[src/rtl/pattern_monitor_pkg.sv]
`timescale 1ns/1ps
`default_nettype none
// ============================================================================
// Module   : pattern_monitor_pkg
// Purpose  : Shared state encoding, period constants and phase helper for
//            the 1,0,0 serial pattern monitor.
// Revision : 1.0 - initial release
// ============================================================================
package pattern_monitor_pkg;

    typedef logic [1:0] state_t;

    localparam state_t HUNT   = 2'd0;
    localparam state_t CHECK  = 2'd1;
    localparam state_t LOCKED = 2'd2;

    localparam int PERIOD = 3;

    localparam logic EXPECTED [0:PERIOD-1] = '{1'b1, 1'b0, 1'b0};

    function automatic logic [1:0] next_phase(input logic [1:0] p);
        return (p == 2'(PERIOD - 1)) ? 2'd0 : p + 2'd1;
    endfunction

endpackage
`default_nettype wire

[src/rtl/pattern_monitor_sat_counter.sv]
`timescale 1ns/1ps
`default_nettype none
// ============================================================================
// Module   : sat_counter
// Purpose  : Up-counter that holds at all-ones instead of wrapping.
// Revision : 1.0 - initial release
// ============================================================================
module sat_counter #(
    parameter int W = 8
) (
    input  logic         clk,
    input  logic         reset,
    input  logic         inc,
    input  logic         clr,
    output logic [W-1:0] count
);

    always_ff @(posedge clk) begin
        if (reset || clr) begin
            count <= '0;
        end else if (inc && (count != {W{1'b1}})) begin
            count <= count + 1'b1;
        end
    end

endmodule
`default_nettype wire

[src/rtl/pattern_monitor.sv]
`timescale 1ns/1ps
`default_nettype none
// ============================================================================
// Module   : pattern_monitor
// Purpose  : Locks to a repeating 1,0,0 serial stream, then flags, counts and
//            tracks loss of lock on bit errors. Optional history/first-error
//            outputs are enabled by PATTERN_MONITOR_HISTORY_EN.
// Revision : 1.0 - initial release
// ============================================================================
module pattern_monitor
    import pattern_monitor_pkg::*;
#(
    parameter int LOCK_N = 2,
    parameter int LOSS_N = 2,
    parameter int CNT_W  = 8
) (
    input  logic             clk,
    input  logic             reset,
    input  logic             in_valid,
    input  logic             in_bit,
    output logic             locked,
    output logic             err_pulse,
    output logic [CNT_W-1:0] err_count,
    output logic [CNT_W-1:0] period_count
`ifdef PATTERN_MONITOR_HISTORY_EN
    ,
    output logic [7:0]       history,
    output logic [1:0]       first_err_phase
`endif
);

    localparam logic [3:0] C_LOCK_N = 4'(LOCK_N);
    localparam logic [3:0] C_LOSS_N = 4'(LOSS_N);

    state_t           r_state;
    logic [1:0]       r_phase;
    logic [3:0]       r_good;
    logic [3:0]       r_bad;
    logic             r_locked;
    logic             r_err_pulse;
    logic [CNT_W-1:0] r_period_count;

    state_t           w_state_nxt;
    logic [1:0]       w_phase_nxt;
    logic [3:0]       w_good_nxt;
    logic [3:0]       w_bad_nxt;
    logic             w_err;
    logic             w_period_inc;
    logic             w_match;
    logic             w_wrap;

    assign w_match = (in_bit == EXPECTED[r_phase]);
    assign w_wrap  = (r_phase == 2'(PERIOD - 1));

    always_comb begin
        w_state_nxt  = r_state;
        w_phase_nxt  = r_phase;
        w_good_nxt   = r_good;
        w_bad_nxt    = r_bad;
        w_err        = 1'b0;
        w_period_inc = 1'b0;
        if (in_valid) begin
            case (r_state)
                HUNT: begin
                    if (in_bit) begin
                        w_state_nxt = CHECK;
                        w_phase_nxt = 2'd1;
                        w_good_nxt  = 4'd0;
                    end
                end
                CHECK: begin
                    if (w_match) begin
                        w_phase_nxt = next_phase(r_phase);
                        if (w_wrap) begin
                            if (r_good + 4'd1 == C_LOCK_N) begin
                                w_state_nxt = LOCKED;
                                w_good_nxt  = 4'd0;
                                w_bad_nxt   = 4'd0;
                            end else begin
                                w_good_nxt = r_good + 4'd1;
                            end
                        end
                    end else if (in_bit) begin
                        // A stray 1 may be the true period start: realign here.
                        w_phase_nxt = 2'd1;
                        w_good_nxt  = 4'd0;
                    end else begin
                        w_state_nxt = HUNT;
                        w_phase_nxt = 2'd0;
                        w_good_nxt  = 4'd0;
                    end
                end
                LOCKED: begin
                    w_phase_nxt = next_phase(r_phase);
                    if (w_match) begin
                        w_bad_nxt    = 4'd0;
                        w_period_inc = w_wrap;
                    end else begin
                        w_err = 1'b1;
                        if (r_bad + 4'd1 == C_LOSS_N) begin
                            w_state_nxt = HUNT;
                            w_phase_nxt = 2'd0;
                            w_bad_nxt   = 4'd0;
                        end else begin
                            w_bad_nxt    = r_bad + 4'd1;
                            w_period_inc = w_wrap;
                        end
                    end
                end
                default: begin
                    w_state_nxt = HUNT;
                    w_phase_nxt = 2'd0;
                    w_good_nxt  = 4'd0;
                    w_bad_nxt   = 4'd0;
                end
            endcase
        end
    end

    always_ff @(posedge clk) begin
        if (reset) begin
            r_state        <= HUNT;
            r_phase        <= 2'd0;
            r_good         <= 4'd0;
            r_bad          <= 4'd0;
            r_locked       <= 1'b0;
            r_err_pulse    <= 1'b0;
            r_period_count <= '0;
        end else begin
            r_state     <= w_state_nxt;
            r_phase     <= w_phase_nxt;
            r_good      <= w_good_nxt;
            r_bad       <= w_bad_nxt;
            r_locked    <= (w_state_nxt == LOCKED);
            r_err_pulse <= w_err;
            if (w_period_inc) begin
                r_period_count <= r_period_count + 1'b1;
            end
        end
    end

    sat_counter #(
        .W (CNT_W)
    ) u_err_count (
        .clk   (clk),
        .reset (reset),
        .inc   (w_err),
        .clr   (1'b0),
        .count (err_count)
    );

    assign locked       = r_locked;
    assign err_pulse    = r_err_pulse;
    assign period_count = r_period_count;

`ifdef PATTERN_MONITOR_HISTORY_EN
    logic [7:0] r_history;
    logic [1:0] r_first_err_phase;

    // 2'b11 is never a real phase, so it doubles as "no error yet".
    always_ff @(posedge clk) begin
        if (reset) begin
            r_history         <= 8'd0;
            r_first_err_phase <= 2'b11;
        end else begin
            if (in_valid) begin
                r_history <= {r_history[6:0], in_bit};
            end
            if (w_err && (r_first_err_phase == 2'b11)) begin
                r_first_err_phase <= r_phase;
            end
        end
    end

    assign history         = r_history;
    assign first_err_phase = r_first_err_phase;
`endif

endmodule
`default_nettype wire

[config.mk]
export PLATFORM = sky130hd
export DESIGN_NAME = pattern_monitor
export DESIGN_NICKNAME = d
export VERILOG_FILES = /design/src/rtl/pattern_monitor_pkg.sv /design/src/rtl/pattern_monitor_sat_counter.sv /design/src/rtl/pattern_monitor.sv
export SDC_FILE = /design/constraint.sdc
export NUM_CORES = 1
export LEC_CHECK = 0
export ABC_AREA = 1
export BUFFER_PORTS_ARGS = -buffer_cell sky130_fd_sc_hd__buf_2
export CAP_MARGIN = 15
export CELL_PAD_IN_SITES_DETAIL_PLACEMENT = 0
export CELL_PAD_IN_SITES_GLOBAL_PLACEMENT = 1
export CORE_MARGIN = 2
export CORE_UTILIZATION = 41
export DETAILED_ROUTE_END_ITERATION = 12
export PLACE_DENSITY_LB_ADDON = 0.1
export SLEW_MARGIN = 30
export SYNTH_ARGS = -nofsm -noshare
export SYNTH_HDL_FRONTEND = slang
export SYNTH_HIERARCHICAL = 1
export SYNTH_SLANG_ARGS = --single-unit
[constraint.sdc]
create_clock -name clk -period 1.8 [get_ports clk]
set_clock_uncertainty 0.1 [all_clocks]
set_input_delay 0.27 -clock clk [delete_from_list [all_inputs] [get_ports clk]]
set_output_delay 0.27 -clock clk [all_outputs]
set_load 0.02 [all_outputs]
==> metrics, run 1 <==
core area=4260 sq um; Post-Syn Nets=272; layout cell share with drive strength beyond 1=0.241; CTS clk-pin slew, worst paths=0.06 ns; root buffer cell=clkbuf_8; Clk Latency, worst-skew pair=0.28 ns; Worst Path Arrival=1.68 ns; IO Pins=22; Post-synth ARST share=0; FP Rows=24; Antenna Nets Post-Route=0; top cell type's share of synthesized area=0.336; Post-Place Cell Area=1970 sq um; TritonCTS Sinks=30; Max IR drop VDD=0.000349 V; cts bufs inserted=5; Pwr Total=1.42 mW; critical path peak fanout=6; CTS tree=built; RSZ-0062 raised after global routing=false; Via Count=1611; crit path launch type=flop; Crit path required time=1.87 ns; largest net degree at the start of global routing=14; Cell variety after synth=30; #FFs+latches synth=30; synth top area cells=dfxtp_1, nand2_1, nor2_1, inv_1, a21oi_1; Tmin final=1.60 ns; Worst setup EP type=flop; DIE AREA=4900 sq um; Initial Util=0.419; PD cells=688 nW/um^2; Congestion Overflow GR=0; TritonRoute pass-1 iters=4; endpoints failing hold=0; # diodes=0; Total GRT Usage=0.165; Area Growth Syn to Fin=15.3%; Die X=70.0 um; sequential share of the synthesized area=0.336; FMAX=624 MHz; status=completed; Via density=4.70; maxcap violations=0; Non-Filler Instances=343; fin crit share=0.890; critical path class=reg2reg; final instance area=2060 sq um; Post-synth top flop=dfxtp_1; synthesized area=1790 sq um; vias in the first global route=1510; Mapped Cells=262; Leak=0.955 nW; final slew viol count=0; Inst Count DP=337; H-tree levels=2; Syn Area/Cell=6.82 sq um; First DRT Iteration DRCs=41; maximum clock path buffer count=2; DRC Markers=0; yosys warns=6; most common cell after layout, fill and taps aside=nand2_1; Routed WL per cell=10.4 um; nets@finish=302; worst hold path type=in2reg; Final setup viols=0; DP HPWL=2.69 mm; top cell type by total area after synthesis=dfxtp_1; sum of negative setup slack=0 ns; Hold-fix buffers, CTS=0; antenna violations before repair=0; first-pass GRT wire length=6.65 mm; commonest cells after routing, fill and taps aside=nand2_1, nor2_1, dfxtp_1, inv_1, buf_2; IO buf count=21; GPL Wtd Cong=0.769; number of synthesized flops with an enable pin=0; die extent in y=70.0 um; Detailed Route WL=3.58 mm
-- cells in the mapped netlist, types with 4 or more instances --
master / instances
o21ai_0: 6
nand4_1: 4
nand2_2: 9
nand3_1: 14
nor2_1: 38
ha_1: 6
a21oi_1: 15
nor3_1: 4
nor2_2: 4
dfxtp_1: 30
inv_1: 26
nand2_1: 64
a21oi_2: 7
inv_2: 6
-- per-stage QoR --
| stage | hold slack (ns) | worst slack [ns] | utilization |
|---|---|---|---|
| 6_report | 0.258 | 0.198 | 0.483 |
| 5_1_grt | 0.267 | 0.0262 | 0.483 |
| 3_5_place_dp | 0.365 | 0.0822 | 0.463 |
| 3_3_place_gp | 0.367 | 0.101 | 0.463 |
| 2_1_floorplan | 0.318 | 0.158 | - |
| 4_1_cts | 0.240 | 0.0697 | 0.482 |
-- logic make-up (layout without fill, tap and decap cells) --
logic type,count (synthesis),in the layout,share of synthesized area
other cells,1,1,0.00210
compound gates,37,37,0.125
simple gates,146,146,0.383
xor+xnor,6,6,0.0294
fa+ha+maj,6,6,0.0420
buf+inv,36,65,0.0826
flops,30,30,0.336
-- area by class of cell --
cell class | count | area [sq um]
inverter | 34 | 133
timing repair buffer | 25 | 135
fill | 445 | 2200
tap | 52 | 65.1
multi-input combinational | 196 | 1040
sequential | 30 | 603
clock buffer | 6 | 82.6
-- state kept, by name, summed over array words and instances (netlist names) --
register and count:
r_good 4, period_count 8, u_err_count/count 8, r_phase 2
err_pulse 1, locked 1, r_bad 4, r_state 2
-- path summary, 6_finish.rpt --
| path | end | start | slack [ns] | cells after the start |
|---|---|---|---|---|
| hold / removal | err_pulse | in_valid | 0.26 | 3 |
| setup / recovery | u_err_count/count[4] | r_state[1] | 0.20 | 9 |
| setup reg to reg | u_err_count/count[4] | r_state[1] | 0.20 | 9 |
| hold reg to reg | r_good[3] | r_good[3] | 0.37 | 2 |
-- routing by layer --
metal,routed length [um],global-route usage,vias to the layer above
met4,15,0.0513,0
met2,1500,0.251,16
met1,1940,0.227,703
met5,0,0,-
li1,-,-,890
met3,117,0.0462,2
-- critical path, stage by stage, from the launching register on --
cell	delay [ns]
dfxtp_2	0.37
inv_2	0.09
nor2_4	0.15
nand2_4	0.09
nor2_2	0.17
nand2_1	0.11
nor3_1	0.21
nand3_1	0.11
nand2_1	0.07
nor2_1	0.03
-- repair_timing --
action / CTS / global route
resized for setup: 0 / 3
hold endpoints to repair: 0 / 0
setup endpoints to repair: 0 / 6
setup buffers: 0 / 0
-- power breakdown --
group          switching [mW]  leakage (nW)  total (mW)  internal (mW)
Sequential             0.0236         0.244       0.710          0.686
Clock                   0.235        0.0431       0.529          0.294
Combinational           0.120         0.668       0.180         0.0599
Total                   0.378         0.955        1.42           1.04
Power figures use the tool's default switching activity.
==> run 2: changes to the inputs <==
--- a/config.mk
+++ b/config.mk
@@ -17,5 +17,4 @@
 export SLEW_MARGIN = 30
 export SYNTH_ARGS = -nofsm -noshare
 export SYNTH_HDL_FRONTEND = slang
-export SYNTH_HIERARCHICAL = 1
 export SYNTH_SLANG_ARGS = --single-unit
==> run 2 against run 1 <==
Die area shrank 3.0%. Utilization up 2.1 points. Non-clock buffer count up 2. Setup slack hardly changed. Design area is 1.3% lower. Combinational power down 13%. Register-to-register slack about the same. Sequential power down 2%. Area after synthesis down 3.1%. Critical path depth fell by 1. Critical path type unchanged. Largest cell class unchanged.
==> metrics, run 2 <==
status=completed (unchanged); CTS clk-pin slew, worst paths=0.07 ns (was 0.06 ns); XOR/XNOR share of the synthesized area=0.0405 (was 0.0294); Via density=4.86 (was 4.70); sw power=375 uW (was 378 uW); sum of negative setup slack=0 ns (unchanged); TritonRoute pass-1 iters=4 (unchanged); Clk Latency, worst-skew pair=0.28 ns (about the same); Critical path origin=u_err_count.count[0] (was r_state[1]); first-pass GRT wire length=6.30 mm (was 6.65 mm); DP HPWL=2.74 mm (was 2.69 mm); mux share of post-synthesis cell area=0 (unchanged); cts bufs inserted=5 (unchanged); Max IR drop VDD=0.000364 V (was 0.000349 V); Tmin final=1.60 ns (about the same); Post-synth top flop=dfxtp_1 (unchanged); number of synthesized flops with an enable pin=0 (unchanged); Hold-fix buffers, CTS=0 (unchanged); #FFs+latches synth=30 (unchanged); GPL Wtd Cong=0.804 (was 0.769); combinational family with the most area after synthesis=simple AND/OR/NAND/NOR gates (unchanged); Mapped Cells=254 (was 262); vias in the first global route=1444 (was 1510); endpoints failing hold=0 (unchanged); FMAX=624 MHz (about the same); Crit path required time=1.88 ns (was 1.87 ns); Seq pwr share=0.492 (was 0.500); First DRT Iteration DRCs=92 (was 41); Clk pwr share=0.398 (was 0.373); final slew viol count=0 (unchanged); CTS tree=built (unchanged); layout cell share with drive strength beyond 1=0.203 (was 0.241); fin crit share=0.890 (about the same); top cell type by total area after synthesis=dfxtp_1 (unchanged); Via Count=1633 (was 1611); Relative slew margins=0.747; Routed WL per cell=11.2 um (was 10.4 um); root buffer cell=clkbuf_8 (unchanged); critical path peak fanout=9 (was 6); Critical Path, Cell by Cell=ha_1 > nand2_1 > nor3_2 > nand3_1 > nand2_4 > inv_6 > nor2_1 > nor2_1 (was inv_2 > nor2_4 > nand2_4 > nor2_2 > nand2_1 > nor3_1 > nand3_1 > nand2_1 > nor2_1); TritonCTS Sinks=30 (unchanged); maxcap violations=0 (unchanged); die extent in y=69.0 um (was 70.0 um); Syn Area/Cell=6.82 sq um (about the same); # diodes=0 (unchanged); IO buf count=21 (unchanged); adder-cell share of the synthesized area=0.0434 (was 0.0420); Total GRT Usage=0.179 (was 0.165); slowest stage delay, CP=0.39 ns (was 0.37 ns); Die X=69.0 um (was 70.0 um); Cell variety after synth=27 (was 30); crit path launch type=flop (unchanged); largest net degree at the start of global routing=21 (was 14); most frequent cell after synthesis=nand2_1 (unchanged); Leak=0.898 nW (was 0.955 nW); RSZ-0062 raised after global routing=false (unchanged); most frequent CP cell=nor2_1 (was nand2_1); Antenna Nets Post-Route=0 (unchanged); synthesized area=1730 sq um (was 1790 sq um); Commonest cells post-synth=nand2_1, dfxtp_1, nor2_1 (was nand2_1, nor2_1, dfxtp_1); FP Rows=23 (was 24); worst hold path type=in2reg (unchanged); actual slew at the worst max-slew pin=0.379 ns; Initial Util=0.430 (was 0.419); Worst Path Arrival=1.68 ns (about the same); Detailed Route WL=3.77 mm (was 3.58 mm); nets@finish=295 (was 302); most common cell after layout, fill and taps aside=nand2_1 (unchanged); min-delay src=in_valid (unchanged); PD cells=696 nW/um^2 (was 688 nW/um^2); reg2reg start=u_err_count.count[0] (was r_state[1]); top cell type's share of synthesized area=0.347 (was 0.336); DRC Markers=0 (unchanged); Switching Fraction=0.265 (was 0.267); post-synthesis simple-gate area fraction=0.368 (was 0.383); Non-Filler Instances=336 (was 343); Inst Count DP=328 (was 337); Final setup viols=0 (unchanged); H-tree levels=2 (unchanged); sequential share of the synthesized area=0.347 (was 0.336); Crit-path slowest cell=dfxtp_1 (was dfxtp_2); Post-CTS Repair Setup Buffers=0 (unchanged); Post-synth ARST share=0 (unchanged); yosys warns=0 (was 6); synth top area cells=dfxtp_1, nand2_1, a21oi_1, nor2_1, inv_1 (was dfxtp_1, nand2_1, nor2_1, inv_1, a21oi_1); core area=4030 sq um (was 4260 sq um); IO Pins=22 (unchanged); Congestion Overflow GR=0 (unchanged); commonest cells after routing, fill and taps aside=nand2_1, dfxtp_1, inv_1, nor2_1, a21oi_1 (was nand2_1, nor2_1, dfxtp_1, inv_1, buf_2); antenna violations before repair=0 (unchanged); post_cts resized=0 (unchanged); maximum clock path buffer count=2 (unchanged); DIE AREA=4760 sq um (was 4900 sq um); Compound-Gate Fraction of Synth Area=0.122 (was 0.125); Worst setup EP type=flop (unchanged); Post-Syn Nets=264 (was 272); critical path class=reg2reg (unchanged); Area Growth Syn to Fin=17.4% (was 15.3%); Power Internal=1.04 mW (about the same); Combinational Power Share=0.110 (was 0.127)
run 2: cell types whose count changed after synthesis, moves of 4 or more:
cell,before,now
nor2_1,38,29
o21ai_0,6,10
nand4_1,4,10
a21oi_1,15,22
run 2: per-layer routing:
metal / GRT usage / share of wire / vias up
li1: - / - / 882
met1: 0.236 / 0.51 / 723
met2: 0.285 / 0.45 / 23
met3: 0.0390 / 0.032 / 5
met4: 0.0735 / 0.010 / 0
met5: 0 / 0 / -
run 2: worst paths after layout:
kind                            depth (start not counted)  slack, ns                   end
worst max register to register                          8       0.20  u_err_count.count[1]
worst min register to register                          2       0.38             r_good[3]
worst max-delay path                                    8       0.20  u_err_count.count[1]
worst min-delay path                                    3       0.20             err_pulse
run 2: worst max-delay path, delay by kind of cell, from the launching register on:
kind | cells | cell delay (ns)
and+or+nand+nor | 6 | 0.71
DFF | 1 | 0.39
buffers and inverters | 1 | 0.07
adders and majority gates | 1 | 0.23
run 2: power by group through the flow:
stage / Clock (mW) / Sequential [mW] / Combinational, mW
after CTS: 0.586 / 0.696 / 0.156
after floorplan: 0 / 0.712 / 0.106
after global routing: 0.620 / 0.698 / 0.179
after global placement: 0 / 0.711 / 0.157
after detailed placement: 0 / 0.710 / 0.155
final: 0.563 / 0.696 / 0.156
run 2: kinds of logic after synthesis:
group / Yosys count
buffers and inverters: 35
xor gates and xnor gates: 8
and+or+nand+nor: 137
DFF: 30
adders and majority gates: 6
AOI/OAI and AO/OA: 38
run 2: metrics by stage:
| step | hold slack [ns] | total power, mW | utilization | cell area, sq um | worst slack [ns] |
|---|---|---|---|---|---|
| global route | 0.213 | 1.50 | 0.505 | 2030 | 0.0209 |
| global placement | 0.368 | 0.867 | 0.480 | 1930 | 0.166 |
| floorplan | 0.308 | 0.818 | - | 1730 | 0.181 |
| finish | 0.202 | 1.41 | 0.505 | 2030 | 0.198 |
| detailed placement | 0.365 | 0.865 | 0.480 | 1930 | 0.101 |
| CTS | 0.196 | 1.44 | 0.502 | 2020 | 0.0995 |
run 2: area by class of cell:
cell class	instances	area, sq um
sequential	30	601
timing repair buffer	27	150
multi-input combinational	189	1000
clock buffer	7	86.3
tap	50	62.6
fill	427	2000
clock inverter	1	5.00
inverter	32	125
==> run 3: changes to the inputs <==
--- a/config.mk
+++ b/config.mk
@@ -8,12 +8,10 @@
 export ABC_AREA = 1
 export BUFFER_PORTS_ARGS = -buffer_cell sky130_fd_sc_hd__buf_2
 export CAP_MARGIN = 15
-export CELL_PAD_IN_SITES_DETAIL_PLACEMENT = 0
-export CELL_PAD_IN_SITES_GLOBAL_PLACEMENT = 1
 export CORE_MARGIN = 2
-export CORE_UTILIZATION = 41
+export CORE_UTILIZATION = 51
 export DETAILED_ROUTE_END_ITERATION = 12
-export PLACE_DENSITY_LB_ADDON = 0.1
+export PLACE_DENSITY = 0.72
 export SLEW_MARGIN = 30
 export SYNTH_ARGS = -nofsm -noshare
 export SYNTH_HDL_FRONTEND = slang
==> run 3 against run 2 <==
Setup slack lost 0.028 ns. First-iteration DRC count shrank 23%. Largest power group unchanged. Cell count shrank 1.5%. Via count grew 1.8%. Design area shrank 1.4%. Non-clock buffer count shrank 1. Power shrank 2.6%. Clock-buffer cell count shrank 2.
==> metrics, run 3 (same netlist as run 2, synthesis figures left out) <==
Die X=62.3 um (was 69.0 um); TritonRoute pass-1 iters=4 (unchanged); DIE AREA=3880 sq um (was 4760 sq um); nets@finish=294 (was 295); endpoints failing hold=0 (unchanged); final hold slack=0.109 ns (was 0.202 ns); vias in the first global route=1425 (was 1444); Relative slew margins=0.728 (was 0.747); Congestion Overflow GR=0 (unchanged); Clk Latency, worst-skew pair=0.34 ns (was 0.28 ns); FP Rows=21 (was 23); Antenna Nets Post-Route=0 (unchanged); antenna violations before repair=0 (unchanged); # diodes=0 (unchanged); Critical path origin=r_bad[0] (was u_err_count.count[0]); GPL Wtd Cong=0.824 (was 0.804); worst setup margin=0.170 ns (was 0.198 ns); Area Growth Syn to Fin=15.8% (was 17.4%); core area=3310 sq um (was 4030 sq um); reg2reg path depth=10 (was 8); largest net degree at the start of global routing=15 (was 21); critical path peak fanout=9 (unchanged); first-pass GRT wire length=6.03 mm (was 6.30 mm); Total GRT Usage=0.193 (was 0.179); H-tree levels=2 (unchanged); Final setup viols=0 (unchanged); layout cell share with drive strength beyond 1=0.204 (was 0.203); Post-CTS Repair Setup Buffers=0 (unchanged); most common cell after layout, fill and taps aside=nand2_1 (unchanged); Crit path required time=1.92 ns (was 1.88 ns); crit path to=locked (was u_err_count.count[1]); cts bufs inserted=5 (unchanged); filler cell count=332 (was 427); worst slack, placed=0.152 ns (was 0.101 ns); DRC Markers=0 (unchanged); PD cells=687 nW/um^2 (was 696 nW/um^2); reg2reg end=locked (was u_err_count.count[1]); Tmin final=1.63 ns (was 1.60 ns); RSZ-0062 raised after global routing=false (unchanged); CTS clk-pin slew, worst paths=0.10 ns (was 0.07 ns); Worst Path Arrival=1.75 ns (was 1.68 ns); final core utilization=0.606 (was 0.505); status=completed (unchanged); die extent in y=62.3 um (was 69.0 um); IO Pins=22 (unchanged); IO buf count=21 (unchanged); reg2reg start=r_bad[0] (was u_err_count.count[0]); commonest cells after routing, fill and taps aside=nand2_1, nor2_1, dfxtp_1, inv_1, a21oi_1 (was nand2_1, dfxtp_1, inv_1, nor2_1, a21oi_1); reg2reg setup slack=0.17 ns (was 0.20 ns); Worst setup EP type=flop (unchanged); Routed WL per cell=10.5 um (was 11.2 um); Via Count=1662 (was 1633); crit path launch type=flop (unchanged); Max IR drop VDD=0.000440 V (was 0.000364 V); critical path class=reg2reg (unchanged); Post-Place Cell Area=1920 sq um (was 1930 sq um); maximum clock path buffer count=2 (unchanged); DP HPWL=2.66 mm (was 2.74 mm); CTS tree=built (unchanged); root buffer cell=clkbuf_4 (was clkbuf_8); Detailed Route WL=3.49 mm (was 3.77 mm); final instance area=2010 sq um (was 2030 sq um); FMAX=613 MHz (was 624 MHz); Via density=5.02 (was 4.86); maxcap violations=0 (unchanged); Initial Util=0.523 (was 0.430); sum of negative setup slack=0 ns (unchanged); worst hold path type=in2reg (unchanged); TritonCTS Sinks=30 (unchanged); final slew viol count=0 (unchanged); fin crit share=0.906 (was 0.890); First DRT Iteration DRCs=71 (was 92); actual slew at the worst max-slew pin=0.407 ns (was 0.379 ns); Leak=0.891 nW (was 0.898 nW)
run 3: cell count changes in the layout (fill, tap and decap cells not counted):
cell	delta
clkbuf_1	-1
clkbuf_4	+5
nor2_1	+1
dfxtp_1	-1
clkinv_2	+1
dfxtp_2	+1
buf_4	-1
bufinv_16	+1
nor2_2	-1
clkbuf_8	-6
run 3: cell type report:
type                            instances  area (sq um)  area share
Timing Repair Buffer                   26           143      0.0711
Multi-Input combinational cell        189          1000       0.499
Clock buffer                            5          37.5      0.0187
Tap cell                               46          57.6      0.0287
Sequential cell                        30           602       0.300
Inverter                               32           125      0.0624
Clock inverter                          3          40.0      0.0200
run 3: worst min-delay path by stage:
stage | slack [ns] | cells past startpoint | startpoint | to
2_1_floorplan | 0.31 | 2 | in_valid | err_pulse
3_3_place_gp | 0.36 | 2 | r_good[3] | r_good[3]
3_5_place_dp | 0.37 | 2 | r_good[3] | r_good[3]
4_1_cts | 0.1 | 2 | reset | r_bad[2]
5_1_grt | 0.09 | 2 | reset | u_err_count.count[6]
6_report | 0.11 | 2 | reset | r_bad[2]
run 3: critical path, cell delays in order, from the launching register on:
cell and delay, ns:
dfxtp_1 0.42, ha_1 0.20, inv_1 0.04, nand2_1 0.04
nand2_1 0.06, nor2_1 0.20, nand3_4 0.17, nand2_1 0.11
nand3_1 0.07, nand2_1 0.07, nor2_1 0.04
run 3: report_power, final:
part           internal [mW]  switching, mW
clock network          0.288          0.243
logic                 0.0479          0.102
registers              0.681         0.0166
total                   1.02          0.362
run 3: what timing repair did:
item                                    in CTS  in global routing
hold buffers                                 0                  0
endpoints found under the setup margin       0                  4
resized for setup                            0                  2
run 3: metrics by stage:
| step | std cells | power (mW) |
|---|---|---|
| finish | 331 | 1.38 |
| detailed placement | 323 | 0.860 |
| CTS | 331 | 1.39 |
| floorplan | 254 | 0.818 |
| global route | 331 | 1.45 |
| global placement | 323 | 0.860 |
run 3: metal layers:
metal	share of wire	vias up	global-route usage
li1	-	881	-
met1	0.49	743	0.247
met2	0.45	33	0.311
met3	0.050	5	0.0562
met4	0.012	0	0.0667
met5	0	-	0
